===== src/rtl/route_comp_stage_pkg.sv =====
// Shared routing definitions: port indices, productive-vector width and flit field offsets.
// Flit layout, MSB first: {hop, dst_y, dst_x, data}.
package route_comp_stage_pkg;

    localparam int unsigned PORT_N     = 0;
    localparam int unsigned PORT_E     = 1;
    localparam int unsigned PORT_S     = 2;
    localparam int unsigned PORT_W     = 3;
    localparam int unsigned PORT_LOCAL = 4;
    localparam int unsigned NUM_PORT   = PORT_LOCAL + 1;
    localparam int unsigned NUM_LINK   = NUM_PORT - 1;
    localparam int unsigned WIDTH_PV   = NUM_LINK;

    function automatic int unsigned dst_x_lsb(input int unsigned data_w);
        return data_w;
    endfunction

    function automatic int unsigned dst_y_lsb(input int unsigned data_w, input int unsigned coord_w);
        return data_w + coord_w;
    endfunction

    function automatic int unsigned hop_lsb(input int unsigned data_w, input int unsigned coord_w);
        return data_w + 2 * coord_w;
    endfunction

    function automatic int unsigned flit_w(input int unsigned hop_w, input int unsigned coord_w,
                                           input int unsigned data_w);
        return hop_w + 2 * coord_w + data_w;
    endfunction

endpackage


===== src/rtl/route_comp_stage_if.sv =====
// Link-side bundle of the route computation stage: four link slots, local injection, routed outputs.
interface route_comp_stage_if
    import route_comp_stage_pkg::*;
#(
    parameter int unsigned COORD_W = 3,
    parameter int unsigned DATA_W  = 32,
    parameter int unsigned HOP_W   = 8
) ();
    localparam int unsigned FLIT_W = flit_w(HOP_W, COORD_W, DATA_W);

    logic [COORD_W-1:0]           my_x;
    logic [COORD_W-1:0]           my_y;
    logic [NUM_LINK-1:0]          in_valid;
    logic [NUM_LINK*FLIT_W-1:0]   in_flit;
    logic                         inj_valid;
    logic [FLIT_W-1:0]            inj_flit;
    logic                         inj_ready;
    logic [NUM_LINK-1:0]          out_valid;
    logic [NUM_LINK*FLIT_W-1:0]   out_flit;
    logic [NUM_LINK*WIDTH_PV-1:0] out_pv;
    logic [NUM_LINK-1:0]          out_eject;
    logic                         starve;

    modport master (
        output my_x, my_y, in_valid, in_flit, inj_valid, inj_flit,
        input  inj_ready, out_valid, out_flit, out_pv, out_eject, starve
    );

    modport slave (
        input  my_x, my_y, in_valid, in_flit, inj_valid, inj_flit,
        output inj_ready, out_valid, out_flit, out_pv, out_eject, starve
    );

endinterface


===== src/rtl/route_comp_stage_route_xy.sv =====
// Minimal XY productive-direction compare for one flit against the local router coordinates.
module route_xy
    import route_comp_stage_pkg::*;
#(
    parameter int unsigned COORD_W = 3
) (
    input  logic [COORD_W-1:0]  dst_x,
    input  logic [COORD_W-1:0]  dst_y,
    input  logic [COORD_W-1:0]  my_x,
    input  logic [COORD_W-1:0]  my_y,
    output logic [WIDTH_PV-1:0] pv,
    output logic                eject
);

    // Bit positions match the port allocator request vector so pv needs no remapping downstream.
    always_comb begin
        pv         = '0;
        pv[PORT_E] = dst_x > my_x;
        pv[PORT_W] = dst_x < my_x;
        pv[PORT_N] = dst_y > my_y;
        pv[PORT_S] = dst_y < my_y;
        eject      = (dst_x == my_x) && (dst_y == my_y);
    end

endmodule


===== src/rtl/route_comp_stage.sv =====
// Route computation stage: merges local injection into a free link slot, computes the productive
// vector and eject flag per slot, bumps the hop count and registers everything with one cycle latency.
module route_comp_stage
    import route_comp_stage_pkg::*;
#(
    parameter int unsigned COORD_W   = 3,
    parameter int unsigned DATA_W    = 32,
    parameter int unsigned HOP_W     = 8,
    parameter int unsigned STARVE_TH = 16
) (
    input  logic          clk,
    input  logic          reset_n,
    route_comp_stage_if.slave link
);

    localparam int unsigned FLIT_W   = flit_w(HOP_W, COORD_W, DATA_W);
    localparam int unsigned DSTX_LSB = dst_x_lsb(DATA_W);
    localparam int unsigned DSTY_LSB = dst_y_lsb(DATA_W, COORD_W);
    localparam int unsigned HOP_LSB  = hop_lsb(DATA_W, COORD_W);
    localparam int unsigned CNT_W    = $clog2(STARVE_TH + 1);

    logic                       inj_ready_c;
    logic                       inj_found_c;
    logic [NUM_LINK-1:0]        inj_sel_c;
    logic [NUM_LINK-1:0]        slot_valid_c;
    logic [FLIT_W-1:0]          slot_flit_c [NUM_LINK];
    logic [FLIT_W-1:0]          next_flit_c [NUM_LINK];
    logic [WIDTH_PV-1:0]        pv_c        [NUM_LINK];
    logic [NUM_LINK-1:0]        eject_c;
    logic [HOP_W-1:0]           hop_c       [NUM_LINK];
    logic [CNT_W-1:0]           starve_cnt;
    logic [CNT_W-1:0]           starve_cnt_next_c;

    logic [NUM_LINK-1:0]          out_valid;
    logic [NUM_LINK*FLIT_W-1:0]   out_flit;
    logic [NUM_LINK*WIDTH_PV-1:0] out_pv;
    logic [NUM_LINK-1:0]          out_eject;
    logic                         starve;

    // Injection only takes a slot no link flit occupies; held off entirely while in reset.
    assign inj_ready_c    = reset_n & link.inj_valid & ~(&link.in_valid);
    assign link.inj_ready = inj_ready_c;

    // Lowest-index free slot receives the injected flit.
    always_comb begin
        inj_sel_c   = '0;
        inj_found_c = 1'b0;
        for (int i = 0; i < NUM_LINK; i++) begin
            if (!link.in_valid[i] && !inj_found_c) begin
                inj_sel_c[i] = inj_ready_c;
                inj_found_c  = 1'b1;
            end
        end
    end

    assign slot_valid_c = link.in_valid | inj_sel_c;

    always_comb begin
        for (int i = 0; i < NUM_LINK; i++) begin
            slot_flit_c[i] = inj_sel_c[i] ? link.inj_flit : link.in_flit[i*FLIT_W +: FLIT_W];
            hop_c[i]       = slot_flit_c[i][HOP_LSB +: HOP_W];
            if (!(&hop_c[i])) begin
                hop_c[i] = hop_c[i] + HOP_W'(1);
            end
            next_flit_c[i] = {hop_c[i], slot_flit_c[i][HOP_LSB-1:0]};
        end
    end

    for (genvar g = 0; g < NUM_LINK; g++) begin : g_route
        route_xy #(
            .COORD_W (COORD_W)
        ) u_route_xy (
            .dst_x (slot_flit_c[g][DSTX_LSB +: COORD_W]),
            .dst_y (slot_flit_c[g][DSTY_LSB +: COORD_W]),
            .my_x  (link.my_x),
            .my_y  (link.my_y),
            .pv    (pv_c[g]),
            .eject (eject_c[g])
        );
    end

    // Consecutive blocked-injection cycles, saturating at the threshold.
    always_comb begin
        starve_cnt_next_c = '0;
        if (link.inj_valid && !inj_ready_c) begin
            starve_cnt_next_c = (starve_cnt == CNT_W'(STARVE_TH)) ? starve_cnt
                                                                   : starve_cnt + CNT_W'(1);
        end
    end

    always_ff @(posedge clk or negedge reset_n) begin
        if (!reset_n) begin
            out_valid  <= '0;
            out_flit   <= '0;
            out_pv     <= '0;
            out_eject  <= '0;
            starve     <= 1'b0;
            starve_cnt <= '0;
        end else begin
            starve_cnt <= starve_cnt_next_c;
            starve     <= starve_cnt_next_c >= CNT_W'(STARVE_TH);
            for (int i = 0; i < NUM_LINK; i++) begin
                out_valid[i]                    <= slot_valid_c[i];
                out_pv[i*WIDTH_PV +: WIDTH_PV]  <= slot_valid_c[i] ? pv_c[i] : '0;
                out_eject[i]                    <= slot_valid_c[i] & eject_c[i];
                if (slot_valid_c[i]) begin
                    out_flit[i*FLIT_W +: FLIT_W] <= next_flit_c[i];
                end
            end
        end
    end

    assign link.out_valid = out_valid;
    assign link.out_flit  = out_flit;
    assign link.out_pv    = out_pv;
    assign link.out_eject = out_eject;
    assign link.starve    = starve;

endmodule


===== src/flat_wrapper.sv =====
// flat-port wrapper written by rule: the top's interface ports become plain ports
module route_comp_stage_flat import route_comp_stage_pkg::*;
#(
    parameter int unsigned COORD_W   = 3,
    parameter int unsigned DATA_W    = 32,
    parameter int unsigned HOP_W     = 8,
    parameter int unsigned STARVE_TH = 16
)
  (clk, reset_n, link_my_x, link_my_y, link_in_valid, link_in_flit, link_inj_valid, link_inj_flit, link_inj_ready, link_out_valid, link_out_flit, link_out_pv, link_out_eject, link_starve);
  route_comp_stage_if #(.COORD_W(COORD_W), .DATA_W(DATA_W), .HOP_W(HOP_W)) link_i ();
  input  logic clk;
  input  logic reset_n;
  input wire logic [$bits(link_i.my_x)-1:0] link_my_x;
  input wire logic [$bits(link_i.my_y)-1:0] link_my_y;
  input wire logic [$bits(link_i.in_valid)-1:0] link_in_valid;
  input wire logic [$bits(link_i.in_flit)-1:0] link_in_flit;
  input wire logic [$bits(link_i.inj_valid)-1:0] link_inj_valid;
  input wire logic [$bits(link_i.inj_flit)-1:0] link_inj_flit;
  output wire logic [$bits(link_i.inj_ready)-1:0] link_inj_ready;
  output wire logic [$bits(link_i.out_valid)-1:0] link_out_valid;
  output wire logic [$bits(link_i.out_flit)-1:0] link_out_flit;
  output wire logic [$bits(link_i.out_pv)-1:0] link_out_pv;
  output wire logic [$bits(link_i.out_eject)-1:0] link_out_eject;
  output wire logic [$bits(link_i.starve)-1:0] link_starve;
  assign link_i.my_x = link_my_x;
  assign link_i.my_y = link_my_y;
  assign link_i.in_valid = link_in_valid;
  assign link_i.in_flit = link_in_flit;
  assign link_i.inj_valid = link_inj_valid;
  assign link_i.inj_flit = link_inj_flit;
  assign link_inj_ready = link_i.inj_ready;
  assign link_out_valid = link_i.out_valid;
  assign link_out_flit = link_i.out_flit;
  assign link_out_pv = link_i.out_pv;
  assign link_out_eject = link_i.out_eject;
  assign link_starve = link_i.starve;
  route_comp_stage #(.COORD_W(COORD_W), .DATA_W(DATA_W), .HOP_W(HOP_W), .STARVE_TH(STARVE_TH)) u_core (.clk(clk), .reset_n(reset_n), .link(link_i));
endmodule

===== config.mk =====
export PLATFORM = sky130hd
export DESIGN_NAME = route_comp_stage_flat
export DESIGN_NICKNAME = d
export VERILOG_FILES = /design/src/rtl/route_comp_stage_pkg.sv /design/src/rtl/route_comp_stage_if.sv /design/src/rtl/route_comp_stage_route_xy.sv /design/src/rtl/route_comp_stage.sv /design/src/flat_wrapper.sv
export SDC_FILE = /design/constraint.sdc
export NUM_CORES = 1
export LEC_CHECK = 0
export CORE_AREA = 2 2 174 176
export CTS_BUF_LIST = sky130_fd_sc_hd__clkbuf_8
export DETAILED_ROUTE_END_ITERATION = 10
export DIE_AREA = 0 0 176 178
export GPL_ROUTABILITY_DRIVEN = 0
export PLACE_DENSITY = 0.77
export SKIP_CTS_REPAIR_TIMING = 1
export SYNTH_ARGS = -nofsm -noshare
export SYNTH_HDL_FRONTEND = slang
export SYNTH_SLANG_ARGS = --single-unit
export TNS_END_PERCENT = 100

===== constraint.sdc =====
create_clock -name clk -period 1 [get_ports clk]
set_input_delay 0.15 -clock clk [delete_from_list [all_inputs] [get_ports clk]]
set_output_delay 0.15 -clock clk [all_outputs]
set_load 0.005 [all_outputs]

==> metrics.md <==
| Metric | Value |
|---|---|
| Synth Cell Area | `10900 sq um` |
| Post-DP HPWL | `34200 microns` |
| Pre-antenna DRT Iters | `5` |
| Ports | `453` |
| Fin crit period | `1.70 ns` |
| First-pass GRT wire length | `67200 microns` |
| Leakage | `9.73 nW` |
| Post-synth cell types | `50` |
| Clock latency on the worst-skew pair | `0.54 ns` |
| Count leader, synth | `nand2_1` |
| Crit path buf inv count | `3` |
| Vias in the first global route | `11.5k` |
| Reg clk slew, reported paths | `0.07 ns` |
| Final setup margin | `-0.695 ns` |
| Final-report setup violation count | `354` |
| Post-synthesis sequential element count | `213` |
| Worst ir drop on vdd | `0.00100 V` |
| Setup TNS | `-76.91 ns` |
| Largest net degree at the start of global routing | `68` |
| Post-synth top area cell | `dfrtp_1` |
| Drt first-iter violations | `717` |
| DIE WIDTH | `176 microns` |
| CTS sink cnt | `213` |
| Clk buf depth | `3` |
| Setup Skew | `0.0151 ns` |
| Row count | `63` |
| Worst Path Max Fanout | `4` |
| Status | `finished, violations left` |
| Yosys top cell area share | `48.7%` |
| # diodes | `0` |
| TritonCTS Buffers | `40` |
| Final hold violations | `52` |
| Sequential-to-total area share from yosys stat | `48.7%` |
| Vias/cell | `5.35` |
| Starting Density | `37.2%` |
| Area grow syn2layout | `78.5%` |
| Filler instances | `2259` |
| Worst Setup Start Kind | `primary input` |
| Top post-synthesis cells by area | `dfrtp_1 49%, mux2i_1 11%, nand2_1 8.4%` |
| Crit path max-delay family | `simple AND/OR/NAND/NOR gates` |
| Failing checks | `negative hold slack, negative setup slack` |
| CP required | `1.44 ns` |
| Final period util | `170%` |
| Post-route ant nets | `0` |
| NetSw | `7.60 mW` |
| Vias | `12.3k` |
| Core area | `29400 sq um` |
| Place WS | `-1.70 ns` |
| Pwr dens | `1320 nW/um^2` |
| MaxCap Viol Count | `0` |
| Die height | `178 microns` |
| Hold WS | `-0.209 ns` |
| Prevailing post-synth register cell | `dfrtp_1` |
| Slew @ Worst Pin | `0.691 ns` |
| Setup CP Type | `in -> reg` |
| Worst path most repeated cell | `nand2_2` |
| Gr usage total | `28.0%` |
| Routed len/inst | `22.5 microns` |
| Mapped Nets | `1415` |
| Pins over their slew limit | `0` |
| Gate power share | `26.4%` |
| Critical Path Max Stage Delay | `0.32 ns` |
| CTS HTree Levels | `2` |
| Mapped Avg Cell Area | `9.58 sq um` |
| Routed WL | `51700 microns` |
| Fmax achieved | `0.590 GHz` |
| Final Core Density | `66.4%` |
| Arrival time at the worst endpoint | `2.13 ns` |
| Clock share of power | `34.8%` |
| Worst min path class | `in -> async` |
| Synth async-reset ratio | `100%` |
| Crit-path cells | `buf_8 > buf_6 > and4b_2 > nand2_2 > nand2_2 > ha_4 > nand4_1 > buf_4 > mux2_4 > a211o_1 > o21ai_1 > a21oi_1` |
| Sw frac | `29.5%` |
| Die area | `31300 sq um` |
| Nets | `2158` |
| Post-synth EDFFs | `0` |
| Grt ovf | `0` |
| Flop pwr share | `38.7%` |
| Internal cell power | `18.2 mW` |
| Mapped Cells | `1142` |
| Max-slew headroom | `53.9%` |
| Root Buffer | `clkbuf_8` |
| Slowest CP cell | `and4b_2` |
| Initial antenna violation count | `0` |
| Crit end category | `register` |
| Share of layout cells above drive strength 1 | `39.9%` |
| Synth Warn # | `0` |
| # DRC | `0` |
| PortBufs | `452` |
| RSZ-0062 raised after global routing | `yes` |
| CTS tree | `done` |
| Commonest cells post-synth | `244 x nand2_1, 213 x dfrtp_1, 121 x mux2i_1` |
kinds of logic after synthesis:
| kind of cell | synth area share (%) |
|---|---|
| AO/OA/AOI/OAI | 12.5 |
| XOR/XNOR | 1.04 |
| adder cells (fa/ha/maj) | 3.43 |
| buffers and inverters | 3.28 |
| flip-flops | 48.7 |
| multiplexers | 14.2 |
| AND/OR/NAND/NOR | 16.9 |
power by group through the flow:
stage | registers [mW] | logic, mW | clock network [mW]
2_1_floorplan | 10.1 | 1.93 | 0
3_3_place_gp | 10.1 | 6.05 | 0
3_5_place_dp | 10.1 | 6.16 | 0
4_1_cts | 9.96 | 6.20 | 9.11
5_1_grt | 10.0 | 7.25 | 9.60
6_report | 9.98 | 6.81 | 8.98
per-layer routing:
metal / global-route usage [%] / vias up / routed length [microns]
met5: 0 / - / 0
met4: 13.6 / 0 / 3060
met3: 7.37 / 186 / 4080
met2: 49.6 / 708 / 26100
met1: 31.3 / 5919 / 18500
li1: - / 5501 / -
worst reg2reg max path, delay by kind of cell, from the launching register on:
kind          cells  cell delay, ns
flops             1            0.42
simple gates      3            0.25
fa+ha+maj         1            0.16
buf+inv           1            0.08
mux               1            0.27
layout by cell type, fill, tap and decap left out, types with 14 or more instances in the layout:
cell type,instances
clkbuf_2,190
clkbuf_8,50
nor2_1,57
mux2i_1,110
a21oi_1,18
mux2_4,18
o21ai_0,69
o21ai_1,48
a22oi_1,33
buf_4,238
inv_1,21
dfrtp_1,213
buf_12,14
nand2_1,215
and3_1,14
clkdlybuf4s50_1,224
buf_6,58
ha_4,21
nand2_2,22
nand3_1,17
flip-flops by register name, indices dropped and copies added (netlist names):
signal,flops
u_core.link.out_eject,4
u_core.link.starve,1
u_core.link.out_pv,16
u_core.link.out_valid,4
u_core.starve_cnt,4
u_core.link.out_flit,184
stage by stage:
stage	total power, mW	cell area, sq um	std cells
2_1_floorplan	12.0	11400	1142
3_5_place_dp	16.3	17200	2083
3_3_place_gp	16.1	17200	2083
4_1_cts	25.3	18100	2153
5_1_grt	26.9	19500	2303
6_report	25.8	19500	2303
final cells by class:
cell class                 count  area (sq um)  area share, %
tap                          390           488           2.50
clock buffer                  50           688           3.52
multi-input combinational    845          6240           31.9
timing repair buffer         770          6580           33.7
sequential                   213          5330           27.3
inverter                      15          61.3          0.314
clock inverter                20           145          0.743
worst paths after layout:
path / from / to / slack [ns] / cells after the start
setup reg to reg: u_core.starve_cnt[0]$_DFF_PN0_ / u_core.starve_cnt[2]$_DFF_PN0_ / -0.24 / 6
setup / recovery: link_in_valid[1] / u_core.link.out_flit[90]$_DFFE_PN0P_ / -0.70 / 12
min in group clk: link_in_valid[2] / u_core.link.out_flit[123]$_DFFE_PN0P_ / 0.13 / 4
max in group asynchronous: reset_n / u_core.link.out_flit[52]$_DFFE_PN0P_ / 0.08 / 7
hold reg to reg: u_core.link.out_flit[158]$_DFFE_PN0P_ / u_core.link.out_flit[158]$_DFFE_PN0P_ / 0.48 / 2
hold / removal: reset_n / u_core.link.out_flit[29]$_DFFE_PN0P_ / -0.21 / 3
Power figures use the tool's default switching activity.
